<file path="src/rtl/kia_tx_pkg.sv">
// Shared register map, status bit positions and FSM encodings for the KIA PS/2 blocks.
// Latency: n/a (declarations only).
// Backpressure: n/a.
package kia_tx_pkg;

  // Register select values on ADR_I
  localparam logic KTSTAT = 1'b0;
  localparam logic KTDATA = 1'b1;

  // KTSTAT bit positions
  localparam int STAT_BUSY = 0;
  localparam int STAT_NAK  = 1;
  localparam int STAT_TMO  = 2;
  localparam int STAT_OVR  = 3;

  // Transmit FSM states; encodings are shared with the receiver side
  typedef enum logic [2:0] {
    S_IDLE    = 3'd0,
    S_INHIBIT = 3'd1,
    S_SEND    = 3'd2,
    S_ACKW    = 3'd3,
    S_RECOV   = 3'd4
  } kt_state_t;

  // PS/2 parity bit: makes the total count of ones across data and parity odd
  function automatic logic odd_parity(input logic [7:0] b);
    return ~^b;
  endfunction

endpackage

</file>
<file path="src/rtl/kia_tx_ps2_sync_edge.sv">
// Two-flop synchronizer for the PS/2 clock and data pins plus a clock falling-edge pulse.
// Latency: sync outputs lag the pins by 2 cycles; c_fall is high 2 cycles after the pin falls.
// Backpressure: none; free-running sampler.
module ps2_sync_edge (
  input  logic CLK_I,
  input  logic RES_I,
  input  logic c_pin,
  input  logic d_pin,
  output logic c_sync,
  output logic d_sync,
  output logic c_fall
);

  logic [1:0] c_ff;
  logic [1:0] d_ff;
  logic       c_prev;

  // Synchronizer chain; resets to the idle-high line level so reset never fakes a fall
  always_ff @(posedge CLK_I) begin
    if (RES_I) begin
      c_ff   <= 2'b11;
      d_ff   <= 2'b11;
      c_prev <= 1'b1;
    end else begin
      c_ff   <= {c_ff[0], c_pin};
      d_ff   <= {d_ff[0], d_pin};
      c_prev <= c_ff[1];
    end
  end

  assign c_sync = c_ff[1];
  assign d_sync = d_ff[1];
  assign c_fall = c_prev & ~c_ff[1];

endmodule

</file>
<file path="src/rtl/kia_tx.sv">
// PS/2 host-to-device transmitter with a two-register Wishbone slave (KTSTAT, KTDATA).
// Latency: bus ACK one cycle after CYC&STB; frame starts after INHIBIT_CYCLES of clock inhibit.
// Backpressure: none on the bus; a KTDATA write while busy is dropped and flagged as OVR.
module kia_tx
  import kia_tx_pkg::*;
#(
  parameter int INHIBIT_CYCLES = 5000,
  parameter int TIMEOUT_CYCLES = 750000
) (
  input  logic       CLK_I,
  input  logic       RES_I,
  input  logic       ADR_I,
  input  logic       WE_I,
  input  logic       CYC_I,
  input  logic       STB_I,
  input  logic [7:0] DAT_I,
  output logic       ACK_O,
  output logic [7:0] DAT_O,
  input  logic       C_I,
  input  logic       D_I,
  output logic       C_OE,
  output logic       D_OE
);

  localparam int CNT_W = $clog2(TIMEOUT_CYCLES + 1);
  localparam logic [CNT_W-1:0] INH_LAST = CNT_W'(INHIBIT_CYCLES - 1);
  localparam logic [CNT_W-1:0] TMO_LAST = CNT_W'(TIMEOUT_CYCLES - 1);
  localparam logic [CNT_W-1:0] CNT_MAX  = '1;

  // Bus request captured alongside ACK_O so the access acts in the ACK cycle
  logic       req_adr;
  logic       req_we;
  logic [7:0] req_dat;

  kt_state_t        state;
  logic [CNT_W-1:0] cnt;
  logic [3:0]       bit_cnt;
  logic [7:0]       last_byte;
  logic             parity_q;
  logic             nak;
  logic             tmo;
  logic             ovr;

  logic       c_sync;
  logic       d_sync;
  logic       c_fall;
  logic       busy;
  logic       wr_stat;
  logic       wr_data;
  logic       in_frame;
  logic [8:0] frame;
  logic [7:0] status;

  ps2_sync_edge u_sync (
    .CLK_I  (CLK_I),
    .RES_I  (RES_I),
    .c_pin  (C_I),
    .d_pin  (D_I),
    .c_sync (c_sync),
    .d_sync (d_sync),
    .c_fall (c_fall)
  );

  assign busy     = (state != S_IDLE);
  assign wr_stat  = ACK_O & req_we & (req_adr == KTSTAT);
  assign wr_data  = ACK_O & req_we & (req_adr == KTDATA);
  assign in_frame = (state == S_SEND) || (state == S_ACKW) || (state == S_RECOV);
  assign frame    = {parity_q, last_byte};

  // Single-cycle bus turnaround: acknowledge whatever was strobed last cycle
  always_ff @(posedge CLK_I) begin
    if (RES_I) begin
      ACK_O   <= 1'b0;
      req_adr <= 1'b0;
      req_we  <= 1'b0;
      req_dat <= 8'h00;
    end else begin
      ACK_O   <= CYC_I & STB_I;
      req_adr <= ADR_I;
      req_we  <= WE_I;
      req_dat <= DAT_I;
    end
  end

  // Read mux; data bus is quiet whenever no acknowledge is being given
  always_comb begin
    status            = 8'h00;
    status[STAT_BUSY] = busy;
    status[STAT_NAK]  = nak;
    status[STAT_TMO]  = tmo;
    status[STAT_OVR]  = ovr;
    DAT_O             = 8'h00;
    if (ACK_O) DAT_O = (req_adr == KTDATA) ? last_byte : status;
  end

  // Transmit FSM with registered line enables; flag sets are written after the clear so they win
  always_ff @(posedge CLK_I) begin
    if (RES_I) begin
      state     <= S_IDLE;
      cnt       <= '0;
      bit_cnt   <= 4'd0;
      last_byte <= 8'h00;
      parity_q  <= 1'b0;
      nak       <= 1'b0;
      tmo       <= 1'b0;
      ovr       <= 1'b0;
      C_OE      <= 1'b0;
      D_OE      <= 1'b0;
    end else begin
      if (wr_stat) begin
        nak <= 1'b0;
        tmo <= 1'b0;
        ovr <= 1'b0;
      end

      if (wr_data && busy) ovr <= 1'b1;

      if (in_frame && (cnt == TMO_LAST)) begin
        // Device stopped responding: let go of both lines and give up on the frame
        C_OE  <= 1'b0;
        D_OE  <= 1'b0;
        tmo   <= 1'b1;
        state <= S_IDLE;
      end else begin
        if (in_frame && (cnt != CNT_MAX)) cnt <= cnt + CNT_W'(1);

        case (state)
          S_IDLE: begin
            C_OE <= 1'b0;
            D_OE <= 1'b0;
            if (wr_data) begin
              last_byte <= req_dat;
              parity_q  <= odd_parity(req_dat);
              bit_cnt   <= 4'd0;
              cnt       <= '0;
              C_OE      <= 1'b1;
              state     <= S_INHIBIT;
            end
          end

          S_INHIBIT: begin
            if (cnt == INH_LAST) begin
              // Release the clock with data low: request-to-send / start bit
              C_OE    <= 1'b0;
              D_OE    <= 1'b1;
              cnt     <= '0;
              bit_cnt <= 4'd0;
              state   <= S_SEND;
            end else begin
              cnt <= cnt + CNT_W'(1);
            end
          end

          S_SEND: begin
            if (c_fall) begin
              bit_cnt <= bit_cnt + 4'd1;
              if (bit_cnt == 4'd9) begin
                D_OE  <= 1'b0;
                state <= S_ACKW;
              end else begin
                D_OE <= ~frame[bit_cnt];
              end
            end
          end

          S_ACKW: begin
            if (c_fall) begin
              if (d_sync) nak <= 1'b1;
              state <= S_RECOV;
            end
          end

          S_RECOV: begin
            if (c_sync && d_sync) state <= S_IDLE;
          end

          default: begin
            C_OE  <= 1'b0;
            D_OE  <= 1'b0;
            state <= S_IDLE;
          end
        endcase
      end
    end
  end

endmodule

</file>
<file path="config.mk">
export PLATFORM = sky130hd
export DESIGN_NAME = kia_tx
export DESIGN_NICKNAME = d
export VERILOG_FILES = /design/src/rtl/kia_tx_pkg.sv /design/src/rtl/kia_tx_ps2_sync_edge.sv /design/src/rtl/kia_tx.sv
export SDC_FILE = /design/constraint.sdc
export NUM_CORES = 1
export LEC_CHECK = 0
export ABC_CLOCK_PERIOD_IN_PS = 2730
export CAP_MARGIN = 40
export CORE_UTILIZATION = 57
export DETAILED_ROUTE_END_ITERATION = 10
export PLACE_DENSITY = 0.8
export SLEW_MARGIN = 20
export SYNTH_ARGS = -nofsm -noshare
export SYNTH_HDL_FRONTEND = slang
export SYNTH_SLANG_ARGS = --single-unit
</file>
<file path="constraint.sdc">
create_clock -name CLK_I -period 2.73 [get_ports CLK_I]
set_input_delay 0.6825 -clock CLK_I [delete_from_list [all_inputs] [get_ports CLK_I]]
set_output_delay 0.6825 -clock CLK_I [all_outputs]
set_load 0.005 [all_outputs]
</file>
==> run metrics, run 1 <==
warnings from Yosys 0; clock insertion delay at the later pin of the skew report 340 ps; library cells used by synthesis 59; chain of cells forming the critical path nor3_2, o21ai_0, and2_1, clkdlybuf4s50_1; aggregate negative setup slack 0 ps; number of CTS-inserted buffers 9; share of cells above drive strength 1 13.5%; initial antenna violation count 0; buffers from clock root to sink, at most 2; upper clock frequency limit 0.390 GHz; Worst Skew 6.11 ps; floorplan row count 25; vias post-DR 2576; pins over their slew limit 0; power per cell area 550 nW/um^2; buffering stage count on the worst path with inverters included 1; worst endpoint data arrival time 1880 ps; total gr overflow 0; number of instances in the synthesized netlist 328; deepest level of the CTS H-tree 3; sequential share of the synthesized area 40.0%; number of post-CTS setup repair buffers 0; via count of the first global-routing pass 2388; Root Buffer Master clkbuf_8; net total in the final layout 376; Critical Path RT 2050 ps; CTS tree done; max-slew headroom at the worst pin 55.8%; GRT Total Usage 27.8%; element type at the critical path end primary output; Iter 0 DRT Violations 229; Mapped Area 2860 sq um; Critical Path Stages 4; number of filler instances in the final layout 368; cell with the largest stage delay on the worst path clkdlybuf4s50_1; number of maximum-capacitance constraint violations 0; horizontal extent of the die 72.8 um; Resize count post-CTS 0; clock tree sinks 57; Final setup viols 0; critical path launch point type flip-flop; number of hold buffers added after cts 0; Antenna Nets Post-Route 0; worst IR drop on VDD 0.000543 V; slew at the pin closest to its max-slew limit 654 ps; static leakage 0.00111 uW; dominant synthesized flop cell dfxtp_1; portion of the clock cycle consumed by the worst path in the final layout 93.9%; Antenna Diode Count 0; Routability Congestion 0.913; crit path kind reg2out; Core Footprint 4790 sq um; synthesized net count 347; first-pass detailed-route iteration total 5; # DRC 0; family with the most delay on the worst path simple AND/OR/NAND/NOR gates; flip-flop and latch count after synthesis 57; final-report hold violation count 0; largest net degree at the start of global routing 29; post-detail-place hpwl 4760 um; initial standard-cell utilization of the core 59.7%; RSZ-0062 raised after global routing no; power consumption 1870 uW; run status finished, final reports clean; number of flops mapped to enable cells by yosys 0; average size of a mapped cell 8.70 sq um; longest individual stage delay on the worst path 460 ps; async set or reset register ratio after synthesis 0%; I/O Buffers 26; total wirelength of the detailed-routed design 6730 um; clk slew on worst S/H paths 70 ps; crit path time final 2560 ps; Die Ht 72.8 um; number of instances on the worst hold path 1; critical-path maximum fanout 11; Worst Hold Class reg2reg; Worst Reg-to-Reg Cells 8; die area 5300 sq um; Area Growth Syn to Fin 19.2%; Via-to-Cell Ratio 6.00; average detailed-routed wire length per instance 15.7 um; # IOs 27; first-pass GRT wire length 11100 um
[synthesized netlist by cell type, types with 5 or more instances]
| library cell | n | area, sq um |
|---|---|---|
| nand3_1 | 12 | 60.1 |
| nand2_1 | 37 | 139 |
| dfxtp_1 | 57 | 1140 |
| o211ai_1 | 12 | 90.1 |
| and3_1 | 7 | 43.8 |
| clkbuf_1 | 9 | 33.8 |
| a21oi_1 | 25 | 125 |
| nor2_1 | 19 | 71.3 |
| nor3_1 | 5 | 25.0 |
| xnor2_1 | 7 | 61.3 |
| or2_2 | 7 | 43.8 |
| inv_1 | 7 | 26.3 |
| a31oi_1 | 5 | 31.3 |
| nor2b_1 | 16 | 100 |
| nand4_1 | 9 | 56.3 |
| o32ai_1 | 7 | 61.3 |
| buf_2 | 5 | 25.0 |
| o21ai_0 | 14 | 70.1 |
| o31ai_1 | 6 | 45.0 |
[cell families after synthesis]
family / Yosys count / synth area share [%]
flip-flops: 57 / 40.0
AND/OR/NAND/NOR: 141 / 27.9
adder cells (fa/ha/maj): 3 / 1.31
buffers and inverters: 25 / 4.69
AO/OA/AOI/OAI: 88 / 20.7
XOR/XNOR: 8 / 2.45
multiplexers: 6 / 2.98
[path summary, 6_finish.rpt]
check	to	slack (ps)	from
max reg2reg	cnt[2]$_SDFFE_PP0N_	310	cnt[0]$_SDFFE_PP0N_
min reg2reg	u_sync.c_ff[1]$_SDFF_PP1_	420	u_sync.c_ff[0]$_SDFF_PP1_
max	DAT_O[0]	170	state[2]$_SDFFE_PP0P_
min	u_sync.c_ff[1]$_SDFF_PP1_	420	u_sync.c_ff[0]$_SDFF_PP1_
[layout by cell type (no fill, tap or decap), drive strengths merged, types with 8 or more instances in the layout]
cell type | Yosys | final
clkdlybuf4s50 | 0 | 26
nand2 | 38 | 38
and3 | 8 | 8
nor2 | 19 | 19
dfxtp | 57 | 57
nand3 | 13 | 13
o211ai | 12 | 12
nor2b | 16 | 16
o21ai | 16 | 16
a21oi | 25 | 25
buf | 6 | 10
o31ai | 8 | 8
nand4 | 9 | 9
clkbuf | 12 | 9
[sequential cells by signal (all words and copies together) (netlist names), 2 cells and up]
| register | count |
|---|---|
| cnt | 20 |
| last_byte | 8 |
| req_dat | 8 |
| bit_cnt | 4 |
| state | 3 |
| u_sync.c_ff | 2 |
| u_sync.d_ff | 2 |
[routing by layer]
layer / vias up / GRT usage [%] / share of wire, % / wire [um]
li1: 1271 / - / - / -
met1: 1210 / 38.2 / 48 / 3220
met2: 80 / 41.0 / 44 / 2970
met3: 15 / 5.25 / 5.7 / 383
met4: 0 / 15.3 / 2.4 / 163
met5: - / 0 / 0 / 0
[cell type report]
| cell class | instances | area, sq um | share of cell area [%] |
|---|---|---|---|
| tap | 67 | 83.8 | 2.46 |
| timing repair buffer | 36 | 348 | 10.2 |
| inverter | 7 | 26.3 | 0.772 |
| multi-input combinational | 246 | 1590 | 46.6 |
| clock buffer | 9 | 124 | 3.64 |
| sequential | 57 | 1140 | 33.5 |
| clock inverter | 7 | 95.1 | 2.79 |
[stage by stage]
step	utilization, %	std cells	hold WS, ps	worst slack (ps)	instance area (sq um)
5_1_grt	71.1	429	428	75.9	3400
6_report	71.1	429	417	166	3400
2_1_floorplan	-	328	389	498	2860
4_1_cts	71.0	429	420	17.4	3400
3_3_place_gp	66.4	413	394	420	3180
3_5_place_dp	66.4	413	405	342	3180
[worst register-to-register path, stage by stage (launching register included)]
cell and delay, ps:
dfxtp_1 420, ha_1 270, nand4bb_1 120, or4_4 470, o21ba_2 260, o211ai_1 330, buf_12 200, o2bb2ai_1 80
a21o_1 170
[report_power, final]
| part | leakage, uW | switching, uW | total, uW | internal [uW] |
|---|---|---|---|---|
| combinational | 0.000540 | 74.3 | 146 | 71.3 |
| clock | 0.000109 | 349 | 862 | 513 |
| sequential | 0.000463 | 16.4 | 864 | 848 |
| total | 0.00111 | 440 | 1870 | 1430 |
Power figures use the tool's default switching activity.
==> run 2, diff against run 1 <==
- CORE_MARGIN: default -> 2
- SLEW_MARGIN: 20 -> default
==> run metrics, run 2 (synthesis gave the netlist of run 1 again) <==
number of maximum-capacitance constraint violations 0; RSZ-0062 raised after global routing no; upper clock frequency limit 0.392 GHz; total wirelength of the detailed-routed design 6710 um; post-detail-place hpwl 4730 um; slew at the pin closest to its max-slew limit 683 ps; Worst Hold Class reg2reg; first-pass detailed-route iteration total 7; power per cell area 532 nW/um^2; max-slew headroom at the worst pin 54.1%; aggregate negative setup slack 0 ps; Largest register FFs 20; final-report hold violation count 0; most common cell after layout, fill and taps aside dfxtp_1; # IOs 27; Area Growth Syn to Fin 19.3%; initial standard-cell utilization of the core 59.7%; clock tree sinks 57; element type at the critical path end primary output; Critical Path RT 2050 ps; total gr overflow 0; smallest hold slack 408 ps; worst IR drop on VDD 0.000393 V; Reg-to-Reg Start cnt[0]$_SDFFE_PP0N_; Core Footprint 4790 sq um; die area 5590 sq um; clock insertion delay at the later pin of the skew report 350 ps; I/O Buffers 26; Die Ht 74.8 um; Antenna Diode Count 0; number of post-CTS setup repair buffers 0; floorplan row count 25; average detailed-routed wire length per instance 15.5 um; critical path launch point type flip-flop; pins over their slew limit 0; Post-DP Area 3200 sq um; GRT Total Usage 26.9%; Antenna Nets Post-Route 0; clk slew on worst S/H paths 70 ps; commonest cells after routing, fill and taps aside dfxtp_1, nand2_1, clkdlybuf4s50_1; Root Buffer Master clkbuf_8; run status finished, final reports clean; first-pass GRT wire length 11200 um; crit path time final 2550 ps; Hold Path Origin u_sync.c_ff[0]$_SDFF_PP1_; via count of the first global-routing pass 2342; share of cells above drive strength 1 14.5%; vias post-DR 2588; horizontal extent of the die 74.8 um; Worst Skew 10.4 ps; Resize count post-CTS 0; net total in the final layout 380; number of hold buffers added after cts 0; number of CTS-inserted buffers 9; Regs by FF count cnt (20), last_byte (8), req_dat (8); static leakage 0.00111 uW; Iter 0 DRT Violations 274; crit path kind reg2out; deepest level of the CTS H-tree 3; buffers from clock root to sink, at most 2; post-route standard cell area excluding fillers 3410 sq um; # DRC 0; Routability Congestion 0.953; critical-path maximum fanout 11; CTS tree done; Final setup viols 0; CP Launch Point state[2]$_SDFFE_PP0P_; largest net degree at the start of global routing 29; largest register by flop count cnt; Via-to-Cell Ratio 5.98; portion of the clock cycle consumed by the worst path in the final layout 93.3%; worst endpoint data arrival time 1870 ps; initial antenna violation count 0
## run 2: metrics by stage
step	std cells	util, %	worst slack (ps)	power [uW]
CTS	433	71.1	48.6	1820
global route	433	71.2	59.3	1880
global placement	417	66.8	366	1020
floorplan	328	-	498	973
finish	433	71.2	182	1810
detailed placement	417	66.8	300	1020
## run 2: critical path: stages (launching register included)
cell	delay, ps
dfxtp_1	430
nor3_2	350
o21ai_0	120
and2_1	180
clkdlybuf4s50_1	440
## run 2: path summary, 6_finish.rpt
check | endpoint | slack, ps | cells after the start
max | DAT_O[0] | 180 | 4
min | u_sync.c_ff[1]$_SDFF_PP1_ | 410 | 1
max reg2reg | cnt[2]$_SDFFE_PP0N_ | 250 | 8
min reg2reg | u_sync.c_ff[1]$_SDFF_PP1_ | 410 | 1
## run 2: final cells by class
type	instances	area, sq um
Clock buffer	10	138
Fill cell	367	1380
Multi-Input combinational cell	246	1590
Tap cell	67	83.8
Sequential cell	57	1140
Clock inverter	6	67.6
Timing Repair Buffer	40	365
Inverter	7	26.3
## run 2: routing by layer
layer | up-vias | global-route usage (%) | share of wire [%] | wire (um)
met2 | 111 | 38.2 | 43 | 2910
met3 | 18 | 7.36 | 7.0 | 471
li1 | 1270 | - | - | -
met4 | 0 | 11.5 | 2.2 | 145
met5 | - | 0 | 0 | 0
met1 | 1189 | 38.6 | 47 | 3180
## run 2: report_power, final
group	switching, uW	internal [uW]
clock	355	447
sequential	16.0	848
combinational	74.5	72.4
==> run 3, diff against run 2 <==
- CORE_MARGIN: 2 -> default
==> results of run 3 <==
No change in the layout: final DEF, timing and power equal those of run 1.
